### config.mk
export PLATFORM = sky130hd
export DESIGN_NAME = err_rcvr_flat
export DESIGN_NICKNAME = d
export VERILOG_FILES = /design/src/rtl/err_rcvr_pkg.sv /design/src/rtl/err_rcvr_if.sv /design/src/rtl/err_rcvr_fifo.sv /design/src/rtl/err_rcvr.sv /design/src/flat_wrapper.sv
export SDC_FILE = /design/constraint.sdc
export NUM_CORES = 1
export LEC_CHECK = 0
export ABC_AREA = 1
export CORE_MARGIN = 5
export CORE_UTILIZATION = 40
export DETAILED_ROUTE_END_ITERATION = 12
export DONT_BUFFER_PORTS = 1
export GPL_ROUTABILITY_DRIVEN = 0
export HOLD_SLACK_MARGIN = 0.06
export SETUP_SLACK_MARGIN = 0.4
export SLEW_MARGIN = 20
export SYNTH_ARGS = -nofsm -noshare
export SYNTH_HDL_FRONTEND = slang
export SYNTH_SLANG_ARGS = --single-unit
### constraint.sdc
create_clock -name clk -period 3.9 [get_ports clk]
set_input_delay 0.78 -clock clk [delete_from_list [all_inputs] [get_ports clk]]
set_output_delay 0.78 -clock clk [all_outputs]
set_load 0.005 [all_outputs]
### src/rtl/err_rcvr_pkg.sv
// Shared definitions for the error-report receiver: handshake FSM encodings and word width.
package err_rcvr_pkg;
  localparam int          ERR_DW  = 32;
  localparam logic [31:0] CNT_MAX = 32'hFFFF_FFFF;

  typedef enum logic [1:0] {
    S_IDLE         = 2'd0,
    S_ACK          = 2'd1,
    S_WAIT_REQ_LOW = 2'd2
  } state_e;
endpackage

### src/rtl/err_rcvr_if.sv
// Four-phase error-report link: sender drives req/data, receiver returns ack.
interface err_rcvr_if #(parameter int DW = 32);
  logic          err_req;
  logic [DW-1:0] err_data;
  logic          err_ack;

  modport master (output err_req, err_data, input  err_ack);
  modport slave  (input  err_req, err_data, output err_ack);
endinterface

### src/rtl/err_rcvr_fifo.sv
// Single-clock show-ahead FIFO with a registered head word and a registered empty flag.
module err_fifo #(
  parameter int DW = 32,
  parameter int AW = 3
) (
  input  logic          clk,
  input  logic          rst_n,
  input  logic          push,
  input  logic          pop,
  input  logic [DW-1:0] din,
  output logic [DW-1:0] dout,
  output logic [AW:0]   count,
  output logic          full,
  output logic          empty
);
  localparam logic [AW:0] DEPTH = (AW+1)'(2**AW);

  logic [DW-1:0] mem [2**AW];
  logic [AW-1:0] wr_ptr, rd_ptr;
  logic          push_ok, pop_ok;

  assign full    = (count == DEPTH);
  // Pop needs real data and a head the host could actually have seen.
  assign push_ok = push && !full;
  assign pop_ok  = pop && !empty && (count != '0);

  always_ff @(posedge clk) begin
    if (push_ok) mem[wr_ptr] <= din;
  end

  always_ff @(posedge clk or negedge rst_n) begin
    if (!rst_n) begin
      wr_ptr <= '0;
      rd_ptr <= '0;
      count  <= '0;
      dout   <= '0;
      empty  <= 1'b1;
    end else begin
      if (push_ok) wr_ptr <= wr_ptr + 1'b1;
      if (pop_ok)  rd_ptr <= rd_ptr + 1'b1;
      case ({push_ok, pop_ok})
        2'b10:   count <= count + 1'b1;
        2'b01:   count <= count - 1'b1;
        default: count <= count;
      endcase
      // Head lags pointer/count by one edge so a new word shows one cycle after its write.
      dout  <= (count != '0) ? mem[rd_ptr] : '0;
      empty <= (count == '0);
    end
  end
endmodule

### src/rtl/err_rcvr.sv
// Error-report receiver: acks each request, queues the word, keeps a saturating accept count.
module err_rcvr
  import err_rcvr_pkg::*;
#(
  parameter int DW = ERR_DW,
  parameter int AW = 3
) (
  input  logic           clk,
  input  logic           rst_n,
  err_rcvr_if.slave      eif,
  input  logic           rd_en,
  output logic [DW-1:0]  rd_data,
  output logic           rd_empty,
  output logic [AW:0]    rd_count,
  output logic [31:0]    err_cnt,
  input  logic           cnt_clr
);
  state_e state;
  logic   fifo_full;
  logic   accept;

  // Full comes from the registered count, so a same-cycle pop cannot unblock a push.
  assign accept = (state == S_IDLE) && eif.err_req && !fifo_full;

  always_ff @(posedge clk or negedge rst_n) begin
    if (!rst_n) begin
      state       <= S_IDLE;
      eif.err_ack <= 1'b0;
    end else begin
      case (state)
        S_IDLE: begin
          eif.err_ack <= 1'b0;
          if (accept) begin
            eif.err_ack <= 1'b1;
            state       <= S_ACK;
          end
        end
        S_ACK: begin
          eif.err_ack <= 1'b1;
          if (!eif.err_req) begin
            eif.err_ack <= 1'b0;
            state       <= S_IDLE;
          end
        end
        S_WAIT_REQ_LOW: begin
          eif.err_ack <= 1'b0;
          if (!eif.err_req) state <= S_IDLE;
        end
        default: begin
          eif.err_ack <= 1'b0;
          state       <= S_IDLE;
        end
      endcase
    end
  end

  always_ff @(posedge clk or negedge rst_n) begin
    if (!rst_n)                            err_cnt <= '0;
    else if (cnt_clr)                      err_cnt <= '0;
    else if (accept && err_cnt != CNT_MAX) err_cnt <= err_cnt + 1'b1;
  end

  err_fifo #(.DW(DW), .AW(AW)) u_fifo (
    .clk   (clk),
    .rst_n (rst_n),
    .push  (accept),
    .pop   (rd_en),
    .din   (eif.err_data),
    .dout  (rd_data),
    .count (rd_count),
    .full  (fifo_full),
    .empty (rd_empty)
  );

`ifdef MODEL_TECH
  string state_name;
  always_comb state_name = state.name();
`endif
endmodule
### src/flat_wrapper.sv
// flat-port wrapper written by rule: the top's interface ports become plain ports
module err_rcvr_flat import err_rcvr_pkg::*;
#(
  parameter int DW = ERR_DW,
  parameter int AW = 3
)
  (clk, rst_n, rd_en, rd_data, rd_empty, rd_count, err_cnt, cnt_clr, eif_err_req, eif_err_data, eif_err_ack);
  err_rcvr_if #(.DW(DW)) eif_i ();
  input  logic clk;
  input  logic rst_n;
  input  logic rd_en;
  output logic [DW-1:0] rd_data;
  output logic rd_empty;
  output logic [AW:0] rd_count;
  output logic [31:0] err_cnt;
  input  logic cnt_clr;
  input wire logic [$bits(eif_i.err_req)-1:0] eif_err_req;
  input wire logic [$bits(eif_i.err_data)-1:0] eif_err_data;
  output wire logic [$bits(eif_i.err_ack)-1:0] eif_err_ack;
  assign eif_i.err_req = eif_err_req;
  assign eif_i.err_data = eif_err_data;
  assign eif_err_ack = eif_i.err_ack;
  err_rcvr #(.DW(DW), .AW(AW)) u_core (.clk(clk), .rst_n(rst_n), .eif(eif_i), .rd_en(rd_en), .rd_data(rd_data), .rd_empty(rd_empty), .rd_count(rd_count), .err_cnt(err_cnt), .cnt_clr(cnt_clr));
endmodule
# After elaboration in Yosys (flattened, before gate mapping)
# Memory sizes are Yosys's and may differ from the RTL's.
# Index checks and enable logic that the tools add are counted.
[word_totals]
reg_bits = 78
mem_bits_rw = 256
input_bits = 37
out_inout_bits = 70
word_cells = 49
mem_count = 1
[classes]
add_sub_neg = 5
n_eq_ne = 8
mux = 12
reduce_logical = 15
[memory_table]
columns = ["name", "words", "width", "read_ports", "rd_clocked_by_memory_dff", "write_ports", "line_no", "rtl"]
rows = [
  ["u_core.u_fifo.mem", 8, 32, 1, 0, 1, "err_rcvr_fifo.sv:18", "logic [DW-1:0] mem [2**AW];"],
]
[ops]
columns = ["op", "count"]
rows = [
  ["two-way mux 32 bit", 3],
  ["adder 32 x 1 -> 32 bit, second input constant", 1],
  ["!= test 32 bit, second input constant", 1],
  ["case mux 4 bit (2 select lines)", 1],
  ["adder 3 x 1 -> 3 bit, second input constant", 2],
  ["logical AND 1 bit", 6],
  ["adder 4 x 1 -> 4 bit, second input constant", 1],
  ["== test 2 x 1 -> 1 bit, second input constant", 2],
  ["== test 2 bit, second input constant", 2],
  ["== test 4 bit, second input constant", 1],
  ["zero test 4 bit", 1],
  ["two-way mux 1 bit", 4],
  ["two-way mux 2 bit", 2],
  ["case mux 2 bit (2 select lines)", 1],
  ["nonzero test 2 bit", 2],
  ["nonzero test 4 bit", 1],
  ["subtractor 4 x 1 -> 4 bit, second input constant", 1],
  ["zero test 1 bit", 2],
  ["zero test 2 bit", 1],
  ["!= test 2 x 1 -> 1 bit, second input constant", 1],
  ["!= test 2 bit, second input constant", 1],
  ["case mux 1 bit (2 select lines)", 1],
  ["AND reduction 2 bit", 1],
  ["OR reduction 2 bit", 1],
]

# Longest topological paths before layout
# Gate-level depths: netlist of the first run.
[depth]
ltp_word = 6
ltp_mapped = 12
depth_no_buf = 12

# Hierarchy
# From an unflattened synthesis of the first run, not the netlist that was laid out.
[unflattened]
cells_unflattened = 1223
area_unflattened_um2 = 13799.5
[by_module_without_submodules]
columns = ["module", "n_inst", "cells_per_inst", "area_per_inst_um2", "seq_area_each_um2"]
rows = [
  ["err_fifo", 1, 873, 11494.8, 8764.7],
  ["err_rcvr", 1, 350, 2304.7, 850.8],
]

# Worst setup path after synthesis of the first run
# Ideal clock, no wire load.
[synth_timing]
kind = "input to register"
startpoint = "in eif_err_req"
endpoint = "mem u_core.u_fifo.mem[0][0], enable pin"
setup_ns = 0.421
t_arrival_ns = 2.890
required_ns = 3.479
setup_slack_ns = 0.589
stages = 5
n_path_buf = 0
path_cell_list = "nand2_1 > a21oi_4 > inv_2 > or2_1 > nor2_1"
[synth_via]
elab_chain_len = 5
[synth_lines]
columns = ["element", "line_no", "rtl"]
rows = [
  ["from (decl)", "flat_wrapper.sv:17", "input wire logic [$bits(eif_i.err_req)-1:0] eif_err_req;"],
  ["logical AND 1 bit (2 in series)", "err_rcvr.sv:23", "assign accept = (state == S_IDLE) && eif.err_req && !fifo_full;"],
  ["logical AND 1 bit", "err_rcvr_fifo.sv:24", "assign push_ok = push && !full;"],
  ["two-way mux 1 bit", "err_rcvr_fifo.sv:28", "if (push_ok) mem[wr_ptr] <= din;"],
  ["two-way mux 1 bit (implied by the code)", "err_rcvr_fifo.sv:28", ""],
  ["to (decl)", "err_rcvr_fifo.sv:18", ""],
]
# Every way passes these cells.

# Worst setup path after layout of the first run
[layout_timing]
startpoint = "reg u_core.u_fifo.count[0]"
endpoint = "mem u_core.u_fifo.mem[6][10], enable pin"
[layout_via]
elab_chain_len = 6
[layout_lines]
columns = ["element", "line_no", "rtl"]
rows = [
  ["from (decl)", "err_rcvr_fifo.sv:12", "output logic [AW:0] count,"],
  ["from (signal assigned)", "err_rcvr_fifo.sv:42", "2'b10: count <= count + 1'b1;"],
  ["from (signal assigned)", "err_rcvr_fifo.sv:43", "2'b01: count <= count - 1'b1;"],
  ["from (signal assigned)", "err_rcvr_fifo.sv:44", "default: count <= count;"],
  ["== test 4 bit (*)", "err_rcvr_fifo.sv:22", "assign full = (count == DEPTH);"],
  ["zero test 1 bit (*)", "err_rcvr_fifo.sv:24, err_rcvr.sv:23", ""],
  ["logical AND 1 bit", "err_rcvr.sv:23", ""],
  ["logical AND 1 bit (*)", "err_rcvr_fifo.sv:24", ""],
  ["two-way mux 1 bit (*)", "err_rcvr_fifo.sv:28", ""],
  ["two-way mux 1 bit (implied by the code) (*)", "err_rcvr_fifo.sv:28", ""],
]
# Mark *: on every way between the ends. The rest lies on a longest branch, timed or not.

==> impl_metrics.ini, run 1 <==
[global_routing]
grt_use_met1_pct = 21.7
grt_pass1_vias = 8718
use_met2_pct = 28.8
antenna_found_initial = 0
grt_first_pass_wirelength_um = 50800
gr-max-usage-layer = met2
grt_max_degree = 93
grt_overflow = 0
grt_use_met3_pct = 3.64
grt_use_total_pct = 16.7

[pwr]
power.leakage_nw = 5.52
power.density_nw_per_um2 = 699
ir_drop_mv = 0.424

[final_layout]
fillers = 3095
syn_to_final_growth_pct = 13.0
stdcell_count = 1709
final_area_um2 = 15500
antenna_cells = 0
drive_gt1_share_pct = 8.25
final_core_util_pct = 46.0
num-nets-final = 1275

[place]
placed_area_um2 = 14200
numPortBuffers = 0
dp_cells = 1639
dp_hpwl_um = 18600

[critical_path]
path_max_fanout = 26
reg2regPathDepth = 8
worst-path-stages = 8
critPathMaxStageDelay_ps = 720
crit_family = simple AND/OR/NAND/NOR gates
critPathSlowestCell = nor2_4
critical_path.startpoint = u_core.u_fifo.count[0]
r2r_setup_slack_ps = 1020
end_kind = flop
crit_chain = inv_1, nand2_1, nor2_1, a21oi_4, inv_2, or2_1, nor2_4, buf_4
crit_buf_inv = 3
critical_path_class = reg -> reg
worstSetupEndpoint = u_core.u_fifo.mem[6][10]
required_ps = 4120
worstReg2RegStart = u_core.u_fifo.count[0]
cp.arrival_ps = 3100
rr_endpoint = u_core.u_fifo.mem[6][10]
worst_setup_path_start_kind = flop

[timing]
hold_viol = 0
fmax_mhz = 347
finalCritPeriodShare_pct = 73.8
slew_viol_final = 0
worstMarginPinSlew_ps = 1020
fin_crit_ps = 2880
fin_skew_ps = 18.1
fin_tns_setup_ps = 0
setup_viol = 0
max-slew-margin-rel_pct = 31.6
rsz0062_at_grt = false

[flow_run]
drv_cap = 0

[synth]
synthDistinctLibCells = 32
synth_compound_area_share_pct = 9.27
synth.area.mux_share_pct = 0
syn-num-nets = 1276
synthSimpleGateAreaFrac_pct = 16.3
async_flop_share_pct = 23.1
yosysSeqAreaShare_pct = 70.1
yosys_warnings = 0
synth_top_family_by_area = simple AND/OR/NAND/NOR gates
yosys_most_used_dff = edfxtp_1
synth_area_per_cell_um2 = 11.1
synthXorXnorAreaFrac_pct = 1.09
synthCells = 1233
ys_ff_latch = 333
synth_edf_count = 256
synthAdderAreaFrac_pct = 0.547
synth_area_um2 = 13700

[floorplan]
rows = 67
fp.dieW_um = 195
core_um2 = 33700
chipHeight_um = 195
die-area_um2 = 38100
initial_core_util_pct = 40.7
io_pins = 107

[cts]
cts.sinks = 333
path_clk_slew_ps = 60
cts_buffers = 37
insertion_delay_ps = 520
cts.path.max_buffers = 3
htreeDepth = 2
cts_tree = built
cts_resized = 0
root_buffer = clkbuf_16

[route]
drt_wl_total_um = 31900
wire_per_inst_um = 18.7
avgViaCountPerCell = 5.08
dr.first_iter.drc_count = 668
drc_errors = 0
vias = 8683
drtAntennaViolNets = 0
firstDrtPassIters = 5

[hold_path]
hold_class = in -> async

[outcome]
outcome = finished clean
sequential cells by signal, indices dropped and copies added, names as in the netlist:
name	flops
u_core.eif.err_ack	1
u_core.state	1
u_core.u_fifo.mem	256
u_core.err_cnt	32
u_core.u_fifo.wr_ptr	3
u_core.u_fifo.dout	32
u_core.u_fifo.rd_ptr	3
u_core.u_fifo.count	4
u_core.u_fifo.empty	1
power breakdown:
part	internal [mW]	switching [mW]
Sequential	4.38	0.325
Combinational	0.771	1.85
Clock	2.12	1.39
Total	7.27	3.57
worst min-delay path by stage:
stage	startpoint	end	slack, ps	cells past startpoint
finish	rst_n	u_core.u_fifo.empty	100	0
global placement	rst_n	u_core.err_cnt[8]	490	0
CTS	rst_n	u_core.u_fifo.empty	80	0
floorplan	u_core.state[0]	u_core.eif.err_ack	460	2
global route	rst_n	u_core.u_fifo.empty	70	0
detailed placement	rst_n	u_core.err_cnt[10]	490	0
per-layer routing:
metal	share of wire, %	vias to the layer above
met2	50	168
met3	5.2	39
li1	-	4238
met5	0	-
met1	43	4238
met4	1.4	0
synthesized netlist by cell type, types with 3 or more instances:
| master | number | area (um2) |
|---|---|---|
| nand3_1 | 38 | 190 |
| o21bai_1 | 6 | 45.0 |
| buf_2 | 14 | 70.1 |
| nor2_4 | 3 | 33.8 |
| buf_6 | 4 | 45.0 |
| nor2_1 | 308 | 1160 |
| clkbuf_1 | 36 | 135 |
| buf_1 | 6 | 22.5 |
| nand4_1 | 4 | 25.0 |
| o21ai_0 | 214 | 1070 |
| edfxtp_1 | 256 | 7690 |
| nand3b_1 | 13 | 97.6 |
| dfrtp_1 | 76 | 1900 |
| nand2_1 | 160 | 601 |
| o21ai_1 | 26 | 130 |
| nor2_2 | 4 | 25.0 |
| xnor2_1 | 4 | 35.0 |
| ha_1 | 6 | 75.1 |
| xor2_1 | 13 | 114 |
| inv_1 | 26 | 97.6 |
cell type report:
| class | count | area, um2 | share of cell area, % |
|---|---|---|---|
| Sequential cell | 333 | 9620 | 62.1 |
| Clock buffer | 53 | 1030 | 6.63 |
| Tap cell | 448 | 561 | 3.62 |
| Inverter | 28 | 106 | 0.686 |
| Clock inverter | 15 | 209 | 1.35 |
| Multi-Input combinational cell | 812 | 3790 | 24.4 |
| Timing Repair Buffer | 20 | 190 | 1.23 |
cells in the final DEF, fill, tap and decap left out, types with 3 or more instances in the layout:
| cell type | Yosys | routed |
|---|---|---|
| o21bai_1 | 6 | 6 |
| o21ai_0 | 214 | 214 |
| nor2_2 | 4 | 4 |
| xnor2_1 | 4 | 4 |
| ha_1 | 6 | 6 |
| bufinv_16 | 0 | 4 |
| nand3_1 | 38 | 38 |
| xor2_1 | 13 | 13 |
| nand4_1 | 4 | 4 |
| inv_1 | 26 | 24 |
| clkbuf_16 | 0 | 38 |
| clkbuf_1 | 36 | 13 |
| nor2_4 | 3 | 11 |
| edfxtp_1 | 256 | 256 |
| inv_2 | 2 | 3 |
| dfrtp_1 | 76 | 74 |
| nand2_1 | 160 | 160 |
| clkinv_2 | 0 | 6 |
| buf_4 | 0 | 18 |
| nor2_1 | 308 | 300 |
| nand3b_1 | 13 | 13 |
| o21ai_1 | 26 | 26 |
repair_timing:
| item | 4_1_cts | 5_1_grt |
|---|---|---|
| endpoints found under the setup margin | 0 | 0 |
| buffers inserted | 0 | 0 |
| hold endpoints to repair | 76 | 0 |
| hold buffers | 1 | 0 |
logic make-up (layout without fill, tap and decap cells):
| logic type | count (synthesis) | in the layout |
|---|---|---|
| simple gates | 540 | 540 |
| flops | 333 | 333 |
| compound gates | 249 | 249 |
| buf+inv | 88 | 116 |
| xor+xnor | 17 | 17 |
| fa+ha+maj | 6 | 6 |
metrics by stage:
| step | power, mW | hold slack [ps] | worst slack [ps] |
|---|---|---|---|
| finish | 10.8 | 96.5 | 1020 |
| global route | 11.6 | 71.9 | 768 |
| CTS | 11.0 | 75.8 | 964 |
| detailed placement | 7.42 | 487 | 799 |
| global placement | 7.41 | 487 | 877 |
| floorplan | 6.57 | 464 | 589 |
worst reg2reg max path, delay by kind of cell, from the launching register on:
family,cells,cell delay [ps]
AOI/OAI and AO/OA,1,390
buffers and inverters,3,520
DFF,1,410
and+or+nand+nor,4,1280
Power figures use the tool's default switching activity.
==> inputs of run 2 (changes only) <==
==> constraint.sdc (replaced) <==
create_clock -name clk -period 2.95 [get_ports clk]
set_input_delay 0.59 -clock clk [delete_from_list [all_inputs] [get_ports clk]]
set_output_delay 0.59 -clock clk [all_outputs]
set_load 0.005 [all_outputs]
==> run 2 against run 1 <==
Against the previous run:
- clock skew grew 10 ps
- core utilization rose by 0.33 points
- sequential power is 32% higher
- non-clock buffer count is 1 lower
- critical endpoint is now u_core.u_fifo.count[2]
- largest cell class unchanged
==> impl_metrics.ini, run 2 (same netlist as run 1, synthesis figures left out) <==
[outcome]
outcome = finished clean

[final_layout]
largest_reg_flops = 256
largestRegisters = u_core.u_fifo.mem: 256 flops, u_core.err_cnt: 32 flops, u_core.u_fifo.dout: 32 flops
largest-register = u_core.u_fifo.mem
syn_to_final_growth_pct = 13.8
num-nets-final = 1274
final_common_cell = nor2_1
final_area_um2 = 15600
drive_gt1_share_pct = 8.33
layout_common_cells = 300 x nor2_1, 256 x edfxtp_1, 214 x o21ai_0, 160 x nand2_1, 74 x dfrtp_1
antenna_cells = 0

[route]
wirelength_met1_um = 12900
dr.first_iter.drc_count = 573
met2_length_um = 15400
vias = 8594
drc_errors = 0
wire_per_inst_um = 18.0
routed.top_layer = met4
firstDrtPassIters = 4
routed-wl-met3_um = 1620
drt_wl_total_um = 30700
drtAntennaViolNets = 0
avgViaCountPerCell = 5.03

[cts]
root_buffer = clkbuf_16
holdBufCountCts = 2
cts_tree = built
htreeDepth = 2
cts_setup_buffers = 0
insertion_delay_ps = 540
cts_buffers = 37
cts_resized = 0
path_clk_slew_ps = 60
cts.path.max_buffers = 3
cts.sinks = 333

[place]
dp_slack_ps = 631
placed_area_um2 = 14300
dp_hpwl_um = 16400
numPortBuffers = 0

[hold_path]
hold_class = in -> reg
min_from = eif_err_data[17]
min_to = u_core.u_fifo.mem[6][17]
holdPathStages = 0

[critical_path]
path_max_fanout = 4
critical_path_class = reg -> reg
cp.arrival_ps = 2730
worst_setup_path_start_kind = flop
r2r_setup_slack_ps = 620
rr_endpoint = u_core.u_fifo.count[2]
worstReg2RegStart = u_core.u_fifo.count[0]
end_kind = flop
reg2regPathDepth = 12
required_ps = 3340

[pwr]
p_sw_mw = 4.73
p_int_mw = 9.57
power_frac_seq_pct = 43.6
ir_drop_mv = 0.662
power.density_nw_per_um2 = 916
p_clk_share_pct = 32.0
pwr-share-comb_pct = 24.4
power_mw = 14.3
switching_share_pct = 33.1
power.leakage_nw = 5.54

[timing]
fmax_mhz = 429
fin_tns_setup_ps = 0
slew_viol_final = 0
fin_ws_ps = 616
max-slew-margin-rel_pct = 50.4
setup_viol = 0
hold_viol = 0
worstMarginPinSlew_ps = 744
fin_skew_ps = 28.4
rsz0062_at_grt = false
finalCritPeriodShare_pct = 79.1
fin_crit_ps = 2330

[floorplan]
chipHeight_um = 195
die-area_um2 = 38100
core_um2 = 33700
io_pins = 107
initial_core_util_pct = 40.7
rows = 67
fp.dieW_um = 195

[flow_run]
drv_cap = 0

[global_routing]
antenna_found_initial = 0
grt_pass1_vias = 8496
grt_max_degree = 130
grt_first_pass_wirelength_um = 48200
grt_overflow = 0
grt_use_total_pct = 16.0
-- run 2: changes by cell type in the layout (fill, tap and decap cells not counted), moves of 2 or more --
| cell | change |
|---|---|
| clkinv_2 | +2 |
| clkinvlp_4 | +2 |
| clkbuf_1 | -5 |
| buf_4 | -12 |
| buf_12 | +11 |
-- run 2: power groups by stage --
stage	Clock, mW	Combinational (mW)	Sequential (mW)
4_1_cts	4.70	3.56	6.26
3_3_place_gp	0	3.45	6.35
6_report	4.58	3.49	6.24
3_5_place_dp	0	3.52	6.35
5_1_grt	4.91	4.01	6.32
2_1_floorplan	0	2.62	6.08
-- run 2: per-layer routing --
metal	track usage [%]	vias up
met5	0	-
met1	19.5	4167
met3	4.12	52
met4	4.60	0
li1	-	4241
met2	28.0	134
-- run 2: cell type report --
type,instances,area (um2)
multi-input cells,812,3790
fillers,3050,18100
well taps,448,561
clock inverters,20,238
clock buffers,48,997
repair buffers,19,303
flip-flops and latches,333,9620
inverters,28,106
-- run 2: per-stage QoR --
step                utilization [%]  instances  hold slack, ps
detailed placement             42.6       1638             297
global route                   46.3       1708             123
finish                         46.3       1708             145
CTS                            46.3       1708             122
floorplan                         -       1233             294
global placement               42.6       1638             297
-- run 2: worst max-delay path: stages (launching register included) --
cell	delay, ps
dfrtp_1	420
inv_1	110
nand2_1	80
nor2_1	220
nand2_1	110
nand2_1	120
inv_1	90
ha_1	240
xor2_1	190
ha_1	200
a21oi_1	170
xor2_1	170
o21ai_0	90
-- run 2: worst max path at each step --
stage,startpoint,to,slack (ps),cells after the start
after global routing,u_core.u_fifo.count[0],u_core.u_fifo.count[2],440,12
after detailed placement,u_core.u_fifo.count[0],u_core.u_fifo.count[2],630,12
after floorplan,eif_err_req,u_core.u_fifo.mem[1][0],30,4
final,u_core.u_fifo.count[0],u_core.u_fifo.count[2],620,12
after global placement,u_core.u_fifo.count[0],u_core.u_fifo.count[2],740,12
after CTS,u_core.u_fifo.count[0],u_core.u_fifo.count[2],610,12
